==> src/rtl/cnt_pkg.sv <==
// cnt_pkg: shared encodings and limits for the parametrised counter family.
package cnt_pkg;
   typedef enum logic [1:0] {
      CNT_WRAP    = 2'b00,
      CNT_SAT     = 2'b01,
      CNT_ONESHOT = 2'b10
   } cnt_mode_e;
   typedef enum logic {RUN = 1'b0, HALT = 1'b1} cnt_state_e;
   localparam int CNT_WIDTH_MIN = 2;
   localparam int CNT_WIDTH_MAX = 32;
endpackage

==> src/rtl/cnt_presc.sv <==
// cnt_presc: enabled-cycle prescaler producing a tick every presc+1 enabled cycles.
module cnt_presc #(
   parameter int PRESC_W = 8
) (
   input  logic               mclk,
   input  logic               mreset_n,
   input  logic               en,
   input  logic [PRESC_W-1:0] presc,
   input  logic               restart,
   input  logic               freeze,
   output logic               tick
);
   logic [PRESC_W-1:0] pcnt_q, pcnt_d;
   assign tick = en && !freeze && (pcnt_q == presc);
   always_comb begin
      pcnt_d = restart ? '0 : (freeze || !en) ? pcnt_q : tick ? '0 : pcnt_q + 1'b1;
   end
   always_ff @(posedge mclk or negedge mreset_n) begin
      if (!mreset_n) pcnt_q <= '0;
      else           pcnt_q <= pcnt_d;
   end
endmodule

==> src/rtl/cnt_param.sv <==
// cnt_param: prescaled up/down counter with wrap, saturate and one-shot terminal modes.
// Terminal handling uses the live term_val/dir/mode sampled at each tick.
module cnt_param #(
   parameter int WIDTH   = 16,
   parameter int PRESC_W = 8
) (
   input  logic               mclk,
   input  logic               mreset_n,
   input  logic               en,
   input  logic               clr,
   input  logic               ld,
   input  logic [WIDTH-1:0]   ld_val,
   input  logic               dir,
   input  logic [1:0]         mode,
   input  logic [WIDTH-1:0]   term_val,
   input  logic [PRESC_W-1:0] presc,
   input  logic               ovf_clr,
   output logic [WIDTH-1:0]   cnt,
   output logic               tc,
   output logic               ovf,
   output logic               halted
);
   import cnt_pkg::*;
   if (WIDTH < CNT_WIDTH_MIN || WIDTH > CNT_WIDTH_MAX) begin : g_bad_width
      $error("cnt_param: WIDTH out of range");
   end
   cnt_state_e       state_q, state_d;
   logic [WIDTH-1:0] cnt_q, cnt_d;
   logic             tc_q, tc_d, ovf_q, ovf_d;
   logic             tick, term, stop;
   logic [WIDTH-1:0] wrap_val;
   cnt_presc #(.PRESC_W(PRESC_W)) u_presc (
      .mclk     (mclk),
      .mreset_n (mreset_n),
      .en       (en),
      .presc    (presc),
      .restart  (clr || ld),
      .freeze   (state_q == HALT),
      .tick     (tick)
   );
   assign term     = dir ? (cnt_q >= term_val) : (cnt_q == '0);
   assign wrap_val = dir ? '0 : term_val;
   assign stop     = (mode == CNT_SAT) || (mode == CNT_ONESHOT);
   always_comb begin
      cnt_d   = cnt_q;
      state_d = state_q;
      tc_d    = 1'b0;
      ovf_d   = ovf_q && !ovf_clr;
      if (clr) begin
         cnt_d   = '0;
         state_d = RUN;
      end else if (ld) begin
         cnt_d   = ld_val;
         state_d = RUN;
      end else if (tick && term) begin
         tc_d    = 1'b1;
         ovf_d   = 1'b1;
         cnt_d   = (mode == CNT_SAT) ? cnt_q : wrap_val;
         state_d = stop ? HALT : RUN;
      end else if (tick) begin
         cnt_d = dir ? cnt_q + 1'b1 : cnt_q - 1'b1;
      end
   end
   always_ff @(posedge mclk or negedge mreset_n) begin
      if (!mreset_n) begin
         cnt_q   <= '0;
         state_q <= RUN;
         tc_q    <= 1'b0;
         ovf_q   <= 1'b0;
      end else begin
         cnt_q   <= cnt_d;
         state_q <= state_d;
         tc_q    <= tc_d;
         ovf_q   <= ovf_d;
      end
   end
   assign cnt    = cnt_q;
   assign tc     = tc_q;
   assign ovf    = ovf_q;
   assign halted = (state_q == HALT);
endmodule

==> config.mk <==
export PLATFORM = sky130hd
export DESIGN_NAME = cnt_param
export DESIGN_NICKNAME = d
export VERILOG_FILES = /design/src/rtl/cnt_pkg.sv /design/src/rtl/cnt_presc.sv /design/src/rtl/cnt_param.sv
export SDC_FILE = /design/constraint.sdc
export NUM_CORES = 1
export LEC_CHECK = 0
export BUFFER_PORTS_ARGS = -buffer_cell sky130_fd_sc_hd__buf_4
export CORE_MARGIN = 2
export CORE_UTILIZATION = 50
export CTS_CLUSTER_DIAMETER = 80
export CTS_CLUSTER_SIZE = 20
export DETAILED_ROUTE_END_ITERATION = 6
export PLACE_DENSITY = 0.76
export SLEW_MARGIN = 20
export SYNTH_ARGS = -nofsm -noshare
export SYNTH_HDL_FRONTEND = slang
export SYNTH_SLANG_ARGS = --single-unit
==> constraint.sdc <==
create_clock -name mclk -period 3.48 [get_ports mclk]
set_clock_uncertainty 0.2 [all_clocks]
set_input_delay 0.174 -clock mclk [delete_from_list [all_inputs] [get_ports mclk]]
set_output_delay 0.174 -clock mclk [all_outputs]
set_load 0.03 [all_outputs]
==> run summary, run 1 <==
Num Clock Sinks -> 27
Synthesized flop and latch total -> 27
Post-synth EDFFs -> 0
Clock period minus worst slack -> 3.23 ns
Reg-to-reg slack, setup -> 0.25 ns
Internal power -> 665 uW
WHS Path Cells -> 4
Nets@finish -> 477
Ys flop type -> dfrtp_1
Pin count of the biggest net entering global routing -> 32
# fillers -> 493
HP Class -> in2reg
GR Overflow Total -> 0
Crit path largest cell delay -> 0.52 ns
Clock Pin Slew Worst Setup and Hold Paths -> 0.12 ns
DP Wirelength -> 5.55 mm
Max VDD drop -> 0.186 mV
Combinational power share -> 48.1%
CP required -> 3.47 ns
Fin. Hold Viols -> 0
Core area -> 0.00514 mm2
Row count -> 26
Drt drc -> 0
Worst-margin pin slew -> 0.530 ns
CTS tree -> built
Critical path depth -> 9
CP Capture Type -> register
Syn Nets -> 411
Buf/Inv on CP -> 0
Rel. slew slack -> 64.6%
Sw Pwr -> 446 uW
IO Pins -> 68
FMAX -> 310 MHz
Slew Viols, Final -> 0
Cells after synthesis -> 329
Post-synth ARST share -> 100%
Wirelength per Cell -> 15.7 um
Routability cong. -> 0.873
Worst r2r path cells -> 9
Worst-path cell chain -> ha_1 > nand2_1 > nor4_1 > a32oi_1 > a31oi_1 > nand2_1 > a211oi_1 > a2111oi_4 > a22o_1
Clock group share of total power -> 18.0%
Worst endpoint data arrival time -> 3.22 ns
Outcome -> finished clean
Post-synth top area cell -> dfrtp_1
Utilization after layout -> 64.8%
TritonCTS buffer count -> 3
Die area -> 0.00599 mm2
First-pass GRT wire length -> 11.9 mm
Vias in the first global route -> 2532
Setup-failing EPs final -> 0
Die Y -> 77.4 um
P&R area growth vs syn -> 23.5%
Synth unique cells -> 52
Worst Path Max Fanout -> 11
Sw frac -> 40.1%
Sum of negative setup slack -> 0 ns
Netlist Area Pre-Place -> 0.00269 mm2
Cell Pwr Density -> 334 mW/mm2
Worst-skew pair later-pin latency -> 0.29 ns
Final period utilization -> 92.7%
Lkg Pwr -> 1.66 nW
# H-tree levels -> 1
Most used cell, CP -> nand2_1
Worst path slowest cell -> a211oi_1
Total Routing Usage GR -> 24.5%
Die width -> 77.4 um
Synth top area cells -> dfrtp_1, ha_1, a21oi_1
Routed WL -> 7.30 mm
Register area share after synthesis -> 25.1%
Commonest cells in the synthesized netlist -> ha_1, a21oi_1, nand2_1, dfrtp_1, inv_1
Mean Syn Cell Area -> 8.19 um2
Maxcap violations -> 0
Reg power frac -> 33.9%
Most numerous cell in the Yosys netlist -> ha_1
Crit path max-delay family -> compound AO/OA/AOI/OAI gates
Max clock buf depth -> 2
Critical Path Start Type -> register
Ys Warns -> 0
Count of buffers inserted at the top-level ports -> 67
N_diodes -> 0
Initial antenna violation count -> 0
Synth top area share -> 25.1%
Root Driver -> clkbuf_8
Initial Utilization -> 52.4%
Remaining antenna violation count -> 0
Detailed Route Iter0 Violations -> 174
Vias after detailed routing -> 2638
RSZ-0062 raised after global routing -> no
Crit Path Category -> reg2reg
Via-to-Cell Ratio -> 5.69
Layout cells sized above 1 -> 21.1%
DR pass1 iterations -> 4
[routing by layer]
metal  vias to the layer above  part of all wire [%]  GRT usage, %
met3                         6                   6.5          3.37
met5                         -                     0             0
met4                         0                   1.2          5.36
met2                        79                    45          38.7
li1                       1332                     -             -
met1                      1221                    47          35.7
[metrics by stage]
stage               area, um2  cells  setup slack, ns  hold slack, ns  power, mW
floorplan                2690    329            0.548          -0.322      0.740
global placement         3250    457            0.379         -0.0846      0.899
detailed placement       3250    457            0.258         -0.0772      0.909
CTS                      3330    464            0.225         0.00791       1.11
global route             3330    464           0.0175          0.0332       1.19
finish                   3330    464            0.253         0.00406       1.11
[power groups by stage]
| stage | clock network, mW | logic (mW) | registers (mW) |
|---|---|---|---|
| floorplan | 0 | 0.325 | 0.415 |
| global placement | 0 | 0.517 | 0.382 |
| detailed placement | 0 | 0.526 | 0.383 |
| CTS | 0.202 | 0.531 | 0.377 |
| global route | 0.219 | 0.590 | 0.382 |
| finish | 0.200 | 0.534 | 0.377 |
[worst paths after layout]
path                           start                 to
setup / recovery              cnt[7]            cnt[12]
hold / removal             ld_val[9]             cnt[9]
setup reg to reg              cnt[7]            cnt[12]
hold reg to reg               halted             halted
max in group asynchronous   mreset_n  u_presc.pcnt_q[1]
min in group asynchronous   mreset_n             cnt[5]
[worst reg2reg max path, cell delays in order (launching register included)]
cell and delay, ns:
dfrtp_1 0.48, ha_1 0.34, nand2_1 0.07, nor4_1 0.43, a32oi_1 0.17, a31oi_1 0.27
nand2_1 0.34, a211oi_1 0.52, a2111oi_4 0.09, a22o_1 0.21
[layout by cell type (no fill, tap or decap), drive strengths merged, types with 3 or more instances in the layout]
cell / n
nor3: 17
xnor2: 16
mux2i: 5
nand4: 7
a211oi: 4
o21ai: 22
a21oi: 31
dlygate4sd3: 3
a21o: 4
buf: 71
a31oi: 3
clkbuf: 3
a22o: 12
ha: 32
dfrtp: 27
xor2: 12
nor2: 19
nand3: 6
nand2: 31
nor2b: 3
nor4: 5
inv: 25
nand2b: 3
[repair_timing]
action                     4_1_cts  5_1_grt
resized for setup                0        1
buffers inserted                 0        0
hold buffers                     3        0
setup endpoints to repair        0       11
hold endpoints to repair        31        0
[layout make-up]
class / count / area [um2] / area share (%)
multi-input cells: 264 / 1860 / 55.9
flip-flops and latches: 27 / 676 / 20.3
repair buffers: 74 / 563 / 16.9
inverters: 25 / 93.8 / 2.82
well taps: 70 / 87.6 / 2.63
clock buffers: 3 / 41.3 / 1.24
clock inverters: 1 / 7.51 / 0.226
[sequential cells by signal, indices dropped and copies added, names as in the netlist]
signal,cells
ovf,1
halted,1
tc,1
cnt,16
u_presc.pcnt_q,8
[cells by family (layout without fill, tap and decap cells)]
kind of cell / count (synthesis) / after routing / share of synthesized area, %
mux: 7 / 7 / 2.69
xor+xnor: 28 / 28 / 9.10
simple gates: 104 / 104 / 19.1
fa+ha+maj: 33 / 33 / 15.6
flops: 27 / 27 / 25.1
buf+inv: 38 / 103 / 5.99
compound gates: 92 / 92 / 22.4
Power figures use the tool's default switching activity.
==> run 2: changes to the inputs <==
--- a/config.mk
+++ b/config.mk
@@ -6,12 +6,13 @@
 export NUM_CORES = 1
 export LEC_CHECK = 0
 export BUFFER_PORTS_ARGS = -buffer_cell sky130_fd_sc_hd__buf_4
-export CORE_MARGIN = 2
-export CORE_UTILIZATION = 50
+export CELL_PAD_IN_SITES_DETAIL_PLACEMENT = 1
+export CELL_PAD_IN_SITES_GLOBAL_PLACEMENT = 1
+export CORE_UTILIZATION = 40
 export CTS_CLUSTER_DIAMETER = 80
 export CTS_CLUSTER_SIZE = 20
 export DETAILED_ROUTE_END_ITERATION = 6
-export PLACE_DENSITY = 0.76
+export PLACE_DENSITY_LB_ADDON = 0.1
 export SLEW_MARGIN = 20
 export SYNTH_ARGS = -nofsm -noshare
 export SYNTH_HDL_FRONTEND = slang
==> run 2 against run 1 <==
Effect of this change: the flow now finishes with violations (DRC); final cell count is 1.7% higher; maximum frequency down 1.5%; first-iteration DRC count is 53% lower; critical endpoint is now cnt[0]; die area is 18% higher; core utilization is 13 points lower; global-route usage decreased by 0.56 points; largest power group unchanged; routed wire length increased by 12%; combinational power increased by 2%; largest cell class unchanged; clock power is essentially flat; total power up 0.83%; final area increased by 0.41%; hold slack lost 0.00067 ns.
==> run summary, run 2 (synthesis results as in run 1) <==
Worst-path cell chain -> inv_1 > ha_1 > nand2b_4 > a2111o_1 > a32oi_1 > a31oi_1 > and2_1 > nor2_1 > nor2_1 > nor2_1 > a22o_1
P&R area growth vs syn -> 24.1%
Max VDD drop -> 0.153 mV (-18%)
Total power -> 1.12 mW (+0.83%)
DR pass1 iterations -> 7 (+3)
Worst path slowest cell -> nor2_1
HP Class -> in2reg
Vias after detailed routing -> 2668 (+1.1%)
Fin. Hold Viols -> 0 (unchanged)
Reg power frac -> 33.6% (-0.3 points)
Worst-skew pair later-pin latency -> 0.28 ns (about the same)
Slew Viols, Final -> 0 (unchanged)
Max FFs per register -> 16 (unchanged)
Clock period minus worst slack -> 3.27 ns (+0.0476 ns)
Drt drc -> 14 (+14)
Post-CTS sizing -> 0 (unchanged)
Root Driver -> clkbuf_8
Initial antenna violation count -> 0 (unchanged)
Most used cell, CP -> nor2_1
Sw Pwr -> 453 uW (+1.5%)
Nets@finish -> 478 (+0.21%)
Failing checks -> DRC
FMAX -> 305 MHz (-1.5%)
Sum of negative setup slack -> 0 ns (unchanged)
Clock Pin Slew Worst Setup and Hold Paths -> 0.11 ns (about the same)
Sw frac -> 40.4% (+0.28 points)
Count of buffers inserted at the top-level ports -> 67 (unchanged)
Initial Utilization -> 41.9% (-10 points)
Max clock buf depth -> 2 (unchanged)
Detailed Route Iter0 Violations -> 81 (-53%)
Crit Path Category -> reg2reg
Num Clock Sinks -> 27 (unchanged)
Remaining antenna violation count -> 0 (unchanged)
DP Wirelength -> 6.28 mm (+13%)
Lkg Pwr -> 1.67 nW (+0.31%)
GR Overflow Total -> 0 (unchanged)
Combinational power share -> 48.8% (+0.7 points)
IO Pins -> 68 (unchanged)
Die area -> 0.00707 mm2 (+18%)
Worst endpoint data arrival time -> 3.29 ns (+0.07 ns)
Crit path largest cell delay -> 0.70 ns (+0.18 ns)
Most frequent cells in the layout -> buf_4, ha_1, nand2_1, a21oi_1, dfrtp_1
CP Capture Type -> register
Register area -> 676 um2 (unchanged)
CP required -> 3.50 ns (+0.03 ns)
Via-to-Cell Ratio -> 5.65 (-0.58%)
Wirelength per Cell -> 17.3 um (+10%)
Row count -> 29 (+12%)
Routed WL -> 8.17 mm (+12%)
Pin count of the biggest net entering global routing -> 32 (unchanged)
Critical Path Start Type -> register
Setup-failing EPs final -> 0 (unchanged)
Vias in the first global route -> 2761 (+9.0%)
Outcome -> complete, but fails checks
Cell Pwr Density -> 335 mW/mm2 (+0.42%)
Worst-margin pin slew -> 0.928 ns (+0.398 ns)
# fillers -> 804 (+63%)
Internal power -> 668 uW (+0.35%)
First-pass GRT wire length -> 13.5 mm (+13%)
Die Y -> 84.1 um (+8.6%)
Multi-input logic area -> 0.00186 mm2 (-0.13%)
Routability cong. -> 0.913 (+4.6%)
Worst Path Max Fanout -> 11 (unchanged)
Final period utilization -> 94.1% (+1.4 points)
RSZ-0062 raised after global routing -> no
Layout cells sized above 1 -> 21.0% (-0.053 points)
Total Routing Usage GR -> 24.0% (-0.56 points)
TritonCTS buffer count -> 3 (unchanged)
Rel. slew slack -> 37.9% (-27 points)
Commonest non-fill, non-tap cell in the layout -> buf_4
Clock group share of total power -> 17.6% (-0.4 points)
Maxcap violations -> 0 (unchanged)
Core area -> 0.00642 mm2 (+25%)
N_diodes -> 0 (unchanged)
# H-tree levels -> 1 (unchanged)
Die width -> 84.1 um (+8.6%)
CTS tree -> built
## run 2: worst paths after layout
check	startpoint	end	slack, ns	depth (start not counted)
max	cnt[0]	cnt[0]	0.21	11
min	ld_val[10]	cnt[10]	0.003	4
max reg2reg	cnt[0]	cnt[0]	0.21	11
min reg2reg	ovf	ovf	0.37	2
max in group asynchronous	mreset_n	halted	2.66	2
min in group asynchronous	mreset_n	cnt[3]	0.14	2
## run 2: routing by layer
metal  GRT usage [%]  wire [um]
met2            40.2       3760
met3            2.57        335
met1            33.2       3980
met4            5.17         93
met5               0          0
## run 2: critical path: cells and delay by family (launching register included)
kind	cells	cell delay [ns]
and+or+nand+nor	5	1.18
AOI/OAI and AO/OA	4	0.95
DFF	1	0.46
adders and majority gates	1	0.28
buffers and inverters	1	0.12
## run 2: timing repair
| action | in CTS | in global routing |
|---|---|---|
| endpoints found under the hold margin | 31 | 0 |
| hold buffers | 3 | 0 |
| setup buffers | 0 | 0 |
## run 2: final cells by class
type / instances / share of cell area [%]
clock inverters: 1 / 0.225
clock buffers: 3 / 1.24
flip-flops and latches: 27 / 20.2
repair buffers: 75 / 17.1
multi-input cells: 264 / 55.6
inverters: 25 / 2.81
well taps: 77 / 2.88
## run 2: through the flow
stage / setup slack [ns] / hold WS [ns] / instances / cell area [um2] / util (%)
2_1_floorplan: 0.548 / -0.322 / 329 / 2690 / -
3_3_place_gp: 0.334 / -0.0779 / 465 / 3260 / 50.8
3_5_place_dp: 0.253 / -0.0735 / 465 / 3260 / 50.8
4_1_cts: 0.250 / 0.000101 / 472 / 3340 / 52.0
5_1_grt: 0.0291 / 0.00772 / 472 / 3340 / 52.0
6_report: 0.205 / 0.00339 / 472 / 3340 / 52.0
## run 2: power by group through the flow
stage	registers [mW]	clock network [mW]	logic (mW)
6_report	0.376	0.197	0.547
3_5_place_dp	0.382	0	0.544
5_1_grt	0.381	0.219	0.607
4_1_cts	0.376	0.206	0.550
3_3_place_gp	0.382	0	0.532
2_1_floorplan	0.415	0	0.325
